<file path="config.mk">
export PLATFORM = sky130hd
export DESIGN_NAME = voice_scheduler
export DESIGN_NICKNAME = d
export VERILOG_FILES = /design/src/rtl/keyboard_pkg.sv /design/src/rtl/voice_select.sv /design/src/rtl/voice_scheduler.sv
export SDC_FILE = /design/constraint.sdc
export NUM_CORES = 1
export LEC_CHECK = 0
export BUFFER_PORTS_ARGS = -buffer_cell sky130_fd_sc_hd__buf_2
export CORE_ASPECT_RATIO = 0.6
export CORE_MARGIN = 3
export CORE_UTILIZATION = 30
export DETAILED_ROUTE_END_ITERATION = 12
export PLACE_DENSITY = 0.59
export SLEW_MARGIN = 5
export SYNTH_ARGS = -nofsm -noshare
export SYNTH_HDL_FRONTEND = slang
export SYNTH_SLANG_ARGS = --single-unit
</file>
<file path="constraint.sdc">
create_clock -name clk -period 6.7 [get_ports clk]
set_input_delay 1.34 -clock clk [delete_from_list [all_inputs] [get_ports clk]]
set_output_delay 1.34 -clock clk [all_outputs]
set_load 0.02 [all_outputs]
</file>
<file path="src/rtl/keyboard_pkg.sv">
// ---------------------------------------------------------------------------
// keyboard_pkg
// Shared constants and types for the keyboard synth voice path.
//   KEY_W         : key code width
//   FREQ_W        : frequency word width (Hz)
//   NUM_KEYS      : valid key codes are 0..NUM_KEYS-1
//   sched_state_t : voice scheduler FSM states
// ---------------------------------------------------------------------------
package keyboard_pkg;

    localparam int KEY_W    = 6;
    localparam int FREQ_W   = 32;
    localparam int NUM_KEYS = 48;

    typedef enum logic [1:0] {
        IDLE   = 2'd0,
        SCAN   = 2'd1,
        LOOKUP = 2'd2
    } sched_state_t;

endpackage : keyboard_pkg

</file>
<file path="src/rtl/voice_select.sv">
// ---------------------------------------------------------------------------
// voice_select
// Combinational voice search used by the scheduler's SCAN step.
// Ports:
//   voice_active_i : per-voice gate
//   voice_key_i    : packed per-voice key codes, voice i at [i*KEY_W +: KEY_W]
//   ages_i         : packed per-voice ages, voice i at [i*AGE_W +: AGE_W]
//   key_i          : key being searched for
//   match_hit_o/match_idx_o : an active voice already holds key_i, and which
//   free_hit_o/free_idx_o   : an inactive voice exists, lowest index of them
//   oldest_idx_o            : active voice with the largest age (ties: lowest)
// ---------------------------------------------------------------------------
module voice_select #(
    parameter int NUM_VOICES = 4,
    parameter int KEY_W      = 6,
    parameter int AGE_W      = 2,
    parameter int IDX_W      = 2
) (
    input  logic [NUM_VOICES-1:0]       voice_active_i,
    input  logic [NUM_VOICES*KEY_W-1:0] voice_key_i,
    input  logic [NUM_VOICES*AGE_W-1:0] ages_i,
    input  logic [KEY_W-1:0]            key_i,
    output logic                        match_hit_o,
    output logic [IDX_W-1:0]            match_idx_o,
    output logic                        free_hit_o,
    output logic [IDX_W-1:0]            free_idx_o,
    output logic [IDX_W-1:0]            oldest_idx_o
);

    logic             oldest_found;
    logic [AGE_W-1:0] oldest_age;

    // Walking from the top index down lets the last hit win, which yields
    // the lowest matching / free index without a priority encoder chain.
    always_comb begin
        match_hit_o = 1'b0;
        match_idx_o = '0;
        free_hit_o  = 1'b0;
        free_idx_o  = '0;
        for (int i = NUM_VOICES - 1; i >= 0; i--) begin
            if (voice_active_i[i] && (voice_key_i[i*KEY_W +: KEY_W] == key_i)) begin
                match_hit_o = 1'b1;
                match_idx_o = IDX_W'(i);
            end
            if (!voice_active_i[i]) begin
                free_hit_o = 1'b1;
                free_idx_o = IDX_W'(i);
            end
        end
    end

    // Strict '>' keeps the first (lowest-index) voice on an age tie.
    always_comb begin
        oldest_found = 1'b0;
        oldest_age   = '0;
        oldest_idx_o = '0;
        for (int i = 0; i < NUM_VOICES; i++) begin
            if (voice_active_i[i] &&
                (!oldest_found || (ages_i[i*AGE_W +: AGE_W] > oldest_age))) begin
                oldest_found = 1'b1;
                oldest_age   = ages_i[i*AGE_W +: AGE_W];
                oldest_idx_o = IDX_W'(i);
            end
        end
    end

endmodule : voice_select

</file>
<file path="src/rtl/voice_scheduler.sv">
// ---------------------------------------------------------------------------
// voice_scheduler
// Polyphonic voice allocator: takes key press/release events and assigns
// pressed keys to NUM_VOICES tone-generator voices, loading each voice's
// frequency through one shared key-to-frequency decoder.
// Ports:
//   clk, rst_n          : clock, asynchronous active-low reset
//   ev_valid/ev_ready   : event handshake (ready only in IDLE)
//   ev_press, ev_key    : event type (1 = press) and key code
//   dec_key / dec_freq  : shared decoder request / combinational result
//   voice_active        : per-voice gate
//   voice_key           : per-voice key, voice i at [i*KEY_W +: KEY_W]
//   voice_freq          : per-voice frequency, voice i at [i*FREQ_W +: FREQ_W]
//   steal_pulse         : one cycle, an active voice was reassigned
//   drop_pulse          : one cycle, an event was discarded
// ---------------------------------------------------------------------------
module voice_scheduler #(
    parameter int NUM_VOICES = 4,
    parameter int KEY_W      = keyboard_pkg::KEY_W,
    parameter int FREQ_W     = keyboard_pkg::FREQ_W,
    parameter int NUM_KEYS   = keyboard_pkg::NUM_KEYS
) (
    input  logic                         clk,
    input  logic                         rst_n,
    input  logic                         ev_valid,
    output logic                         ev_ready,
    input  logic                         ev_press,
    input  logic [KEY_W-1:0]             ev_key,
    output logic [KEY_W-1:0]             dec_key,
    input  logic [FREQ_W-1:0]            dec_freq,
    output logic [NUM_VOICES-1:0]        voice_active,
    output logic [NUM_VOICES*KEY_W-1:0]  voice_key,
    output logic [NUM_VOICES*FREQ_W-1:0] voice_freq,
    output logic                         steal_pulse,
    output logic                         drop_pulse
);

    import keyboard_pkg::*;

    localparam int IDX_W = (NUM_VOICES > 1) ? $clog2(NUM_VOICES) : 1;
    localparam int AGE_W = IDX_W;
    localparam logic [AGE_W-1:0] AGE_MAX = AGE_W'(NUM_VOICES - 1);

    sched_state_t      state_q;
    logic              press_q;
    logic [KEY_W-1:0]  key_q;
    logic [IDX_W-1:0]  target_q;
    logic [KEY_W-1:0]  dec_key_q;
    logic              steal_q;
    logic              drop_q;

    logic [NUM_VOICES-1:0] voice_active_q;
    logic [KEY_W-1:0]      voice_key_q  [NUM_VOICES];
    logic [FREQ_W-1:0]     voice_freq_q [NUM_VOICES];
    logic [AGE_W-1:0]      age_q        [NUM_VOICES];
    // Ages after one aging step: active voices +1, saturating.
    logic [AGE_W-1:0]      age_d        [NUM_VOICES];

    logic [NUM_VOICES*AGE_W-1:0] ages_flat;

    logic             key_invalid;
    logic             match_hit;
    logic [IDX_W-1:0] match_idx;
    logic             free_hit;
    logic [IDX_W-1:0] free_idx;
    logic [IDX_W-1:0] oldest_idx;

    assign key_invalid = (int'(key_q) >= NUM_KEYS);

    genvar gi;
    generate
        for (gi = 0; gi < NUM_VOICES; gi++) begin : g_voice
            assign age_d[gi] = (voice_active_q[gi] && (age_q[gi] != AGE_MAX))
                             ? age_q[gi] + AGE_W'(1) : age_q[gi];
            assign ages_flat[gi*AGE_W +: AGE_W]    = age_q[gi];
            assign voice_key[gi*KEY_W +: KEY_W]    = voice_key_q[gi];
            assign voice_freq[gi*FREQ_W +: FREQ_W] = voice_freq_q[gi];
        end
    endgenerate

    voice_select #(
        .NUM_VOICES (NUM_VOICES),
        .KEY_W      (KEY_W),
        .AGE_W      (AGE_W),
        .IDX_W      (IDX_W)
    ) u_select (
        .voice_active_i (voice_active_q),
        .voice_key_i    (voice_key),
        .ages_i         (ages_flat),
        .key_i          (key_q),
        .match_hit_o    (match_hit),
        .match_idx_o    (match_idx),
        .free_hit_o     (free_hit),
        .free_idx_o     (free_idx),
        .oldest_idx_o   (oldest_idx)
    );

    always_ff @(posedge clk or negedge rst_n) begin
        if (!rst_n) begin
            state_q        <= IDLE;
            press_q        <= 1'b0;
            key_q          <= '0;
            target_q       <= '0;
            dec_key_q      <= '0;
            steal_q        <= 1'b0;
            drop_q         <= 1'b0;
            voice_active_q <= '0;
            for (int i = 0; i < NUM_VOICES; i++) begin
                voice_key_q[i]  <= '0;
                voice_freq_q[i] <= '0;
                age_q[i]        <= '0;
            end
        end else begin
            steal_q <= 1'b0;
            drop_q  <= 1'b0;
            case (state_q)
                IDLE: begin
                    if (ev_valid) begin
                        press_q <= ev_press;
                        key_q   <= ev_key;
                        state_q <= SCAN;
                    end
                end
                SCAN: begin
                    state_q <= IDLE;
                    if (key_invalid) begin
                        drop_q <= 1'b1;
                    end else if (press_q) begin
                        if (match_hit) begin
                            // Retrigger: no reload, just refresh the voice's age.
                            for (int i = 0; i < NUM_VOICES; i++) begin
                                age_q[i] <= (IDX_W'(i) == match_idx) ? '0 : age_d[i];
                            end
                        end else begin
                            target_q  <= free_hit ? free_idx : oldest_idx;
                            steal_q   <= !free_hit;
                            // The decoder only ever sees keys that are being loaded.
                            dec_key_q <= key_q;
                            state_q   <= LOOKUP;
                        end
                    end else if (match_hit) begin
                        // Key and frequency are kept so the tone generator
                        // can finish its release on the same pitch.
                        voice_active_q[match_idx] <= 1'b0;
                        age_q[match_idx]          <= '0;
                    end else begin
                        drop_q <= 1'b1;
                    end
                end
                LOOKUP: begin
                    state_q <= IDLE;
                    for (int i = 0; i < NUM_VOICES; i++) begin
                        if (IDX_W'(i) == target_q) begin
                            voice_freq_q[i]   <= dec_freq;
                            voice_key_q[i]    <= key_q;
                            voice_active_q[i] <= 1'b1;
                            age_q[i]          <= '0;
                        end else begin
                            age_q[i] <= age_d[i];
                        end
                    end
                end
                default: state_q <= IDLE;
            endcase
        end
    end

    assign ev_ready     = (state_q == IDLE);
    assign dec_key      = dec_key_q;
    assign voice_active = voice_active_q;
    assign steal_pulse  = steal_q;
    assign drop_pulse   = drop_q;

endmodule : voice_scheduler

</file>
==> results.yml <==
run_status:
  status: "completed"
sta:
  tightest_slew_ns: 0.957
  fin_skew_ns: 0.00824
  period_share_pct: 65.1
  whs_ns: 0.500
  maxSlewHeadroom_pct: 36.2
  rsz0062_at_grt: "false"
  finalWorstSetupSlack_ns: 2.34
  fin_crit_ns: 4.36
  slew_viol_final: 0
  finalSetupViolCount: 0
  setup_tns_ns: 0
  fmax_mhz: 229
  hold_viol: 0
power:
  p_leak_nw: 4.75
  ir_drop_mv: 0.255
  power-per-cell-area_nw_per_um2: 500
detailed_routing:
  post_drt_wl_per_cell_um: 18.0
  routed_wl_um: 20300
  drt_iter0_drc: 330
  vias_per_cell: 4.68
  routed-via-count: 5297
  wl_met2_um: 7860
  drtAntennaViolNets: 0
  wl_met1_um: 10200
  routed.top_layer: "met4"
  first_pass_iters: 4
  drc_errors: 0
  dr_wl_met3_um: 2080
hold_path:
  hold_class: "flop to flop"
global_routing:
  grt_pass1_wl_um: 32100
  track_usage_pct: 14.6
  antenna_found_initial: 0
  gr-total-overflow: 0
  grt_start_max_net_pins: 99
  grt_pass1_vias: 5318
clock_tree:
  cts_buffers: 17
  cts_setup_buffers: 0
  ctsHtreeMaxLevel: 4
  holdBufCountCts: 0
  clkTransAtPathRegs_ns: 0.07
  cts_tree: "done"
  cts_sinks: 183
  clock_latency_ns: 0.44
  cts_resized: 0
  root_buffer: "clkbuf_16"
  clockBufferDepth: 2
placed_design:
  place_ws_ns: 2.39
  hpwl_um: 14200
  gp_congestion: 0.830
  io_buffers: 206
die:
  io_pins: 207
  core_um2: 25600
  die_w_um: 216
  die_area_um2: 28500
  rows: 45
  die_h_um: 132
  start_util_pct: 31.0
worst_setup_path:
  start_kind: "flop"
  cp_max_fo: 11
  timing.setup.critical_path_class: "flop to flop"
  arrival_ns: 4.69
  path_cells: "nand2_1 -> ha_1 -> nor2b_1 -> o21ai_0 -> a21oi_1 -> mux2_2 -> ha_1 -> nor2b_1 -> a2bb2oi_1 -> o21ai_0 -> nand2_1 -> o21ai_0 -> ha_1 -> nor2b_1 -> o21ai_0 -> nand2_1 -> o21ai_0 -> a21oi_1 -> mux2_4"
  cp.required_ns: 7.03
  critical_path.max_stage_delay_ns: 0.56
  end_kind: "flop"
  path_common_cell: "o21ai_0"
  slowest_stage: "dfrtp_1"
yosys:
  synth.distinct_cells: 46
  yosysTopAreaCell: "dfrtp_1"
  synth_top_area_share_pct: 57.7
  synth_cells: 567
  synth_nets: 619
  postSynthAreaPerCell_um2: 14.0
  yosys-top-cells-count: "183 x dfrtp_1, 162 x mux2_2, 20 x nand2_1, 15 x nor2_1, 14 x xnor2_1"
  synth-edff-count: 0
  ys_seq_area_share_pct: 57.7
  yosys_warnings: 0
  async_flop_share_pct: 100
  synth.most_common_cell: "dfrtp_1"
  synthFlopType: "dfrtp_1"
  ys_top_cells_by_area: "dfrtp_1 58%, mux2_2 23%, ha_1 1.6%"
  netlist_area_um2: 7930
  synth_seq_cells: 183
final_layout:
  area_growth_pct: 24.8
  fin_nets: 819
  antenna_cells: 0
  drive_above_1_share_pct: 54.5
  fillCellCount: 2518
  postLayoutCoreUtil_pct: 38.6
run:
  max_cap_viol_count: 0
-- logic make-up after synthesis --
kind of cell / synth area share [%]
DFF: 57.7
muxes: 24.8
and+or+nand+nor: 6.10
AOI/OAI and AO/OA: 4.10
buffers and inverters: 2.73
xor gates and xnor gates: 2.93
adders and majority gates: 1.58
-- through the flow --
step | cell area (um^2) | total power [mW] | instances
after floorplan | 7930 | 3.23 | 567
after global placement | 9300 | 3.91 | 1100
after CTS | 9900 | 5.02 | 1132
final | 9900 | 4.95 | 1132
after global routing | 9900 | 5.27 | 1132
after detailed placement | 9300 | 3.94 | 1100
-- state kept, by name (all words and copies together), names as in the netlist, 2 cells and up --
| name | cells |
|---|---|
| voice_active | 4 |
| dec_key | 6 |
| target_q | 2 |
| voice_key | 24 |
| state_q | 2 |
| key_q | 6 |
| age_q | 8 |
| voice_freq | 128 |
-- final cells by class --
cell class	instances	area (um^2)	share of cell area (%)
clock buffer	19	433	4.37
inverter	9	33.8	0.341
clock inverter	13	168	1.69
multi-input combinational	343	3160	31.9
sequential	183	4580	46.3
tap	352	440	4.45
timing repair buffer	213	1090	11.0
-- worst paths after layout --
kind	cells after the start	slack (ns)	from	end
worst max-delay path	19	2.34	voice_active[0]$_DFFE_PN0P_	target_q[0]$_DFFE_PN0P_
worst min-delay path	1	0.50	voice_freq[20]$_DFFE_PN0P_	voice_freq[20]$_DFFE_PN0P_
worst max register to register	19	2.34	voice_active[0]$_DFFE_PN0P_	target_q[0]$_DFFE_PN0P_
worst min register to register	1	0.50	voice_freq[20]$_DFFE_PN0P_	voice_freq[20]$_DFFE_PN0P_
max in group asynchronous	2	4.36	rst_n	voice_freq[42]$_DFFE_PN0P_
min in group asynchronous	1	0.93	rst_n	voice_freq[126]$_DFFE_PN0P_
-- where the power goes --
| part | total, mW | leakage (nW) | switching [mW] | internal [mW] |
|---|---|---|---|---|
| combinational | 2.01 | 2.16 | 1.16 | 0.849 |
| clock | 1.05 | 0.289 | 0.455 | 0.592 |
| sequential | 1.90 | 2.30 | 0.347 | 1.55 |
-- worst max-delay path, delay by kind of cell, from the launching register on --
kind,cells,cell delay (ns)
simple gates,6,0.72
flops,1,0.56
mux,2,0.65
compound gates,8,1.40
fa+ha+maj,3,0.91
-- cells in the final DEF (no fill, tap or decap), types with 4 or more instances in the layout --
cell	n
buf_2	205
dfrtp_1	183
mux2_2	162
nand2_1	20
clkbuf_16	17
nor2_1	14
xnor2_1	14
a21oi_1	13
o21ai_0	11
o211ai_1	11
ha_1	10
inv_1	9
nor2b_1	7
xor2_1	7
mux2_4	7
buf_4	7
nand2b_1	6
nand3_1	6
nand4_1	5
inv_6	5
and2_1	4
mux2i_1	4
-- routing by layer --
layer | up-vias | GRT usage (%)
li1 | 2422 | -
met1 | 2662 | 21.6
met2 | 197 | 18.8
met3 | 16 | 6.31
met4 | 0 | 4.70
met5 | - | 0
Note: power is estimated with default switching activity, not from simulation.
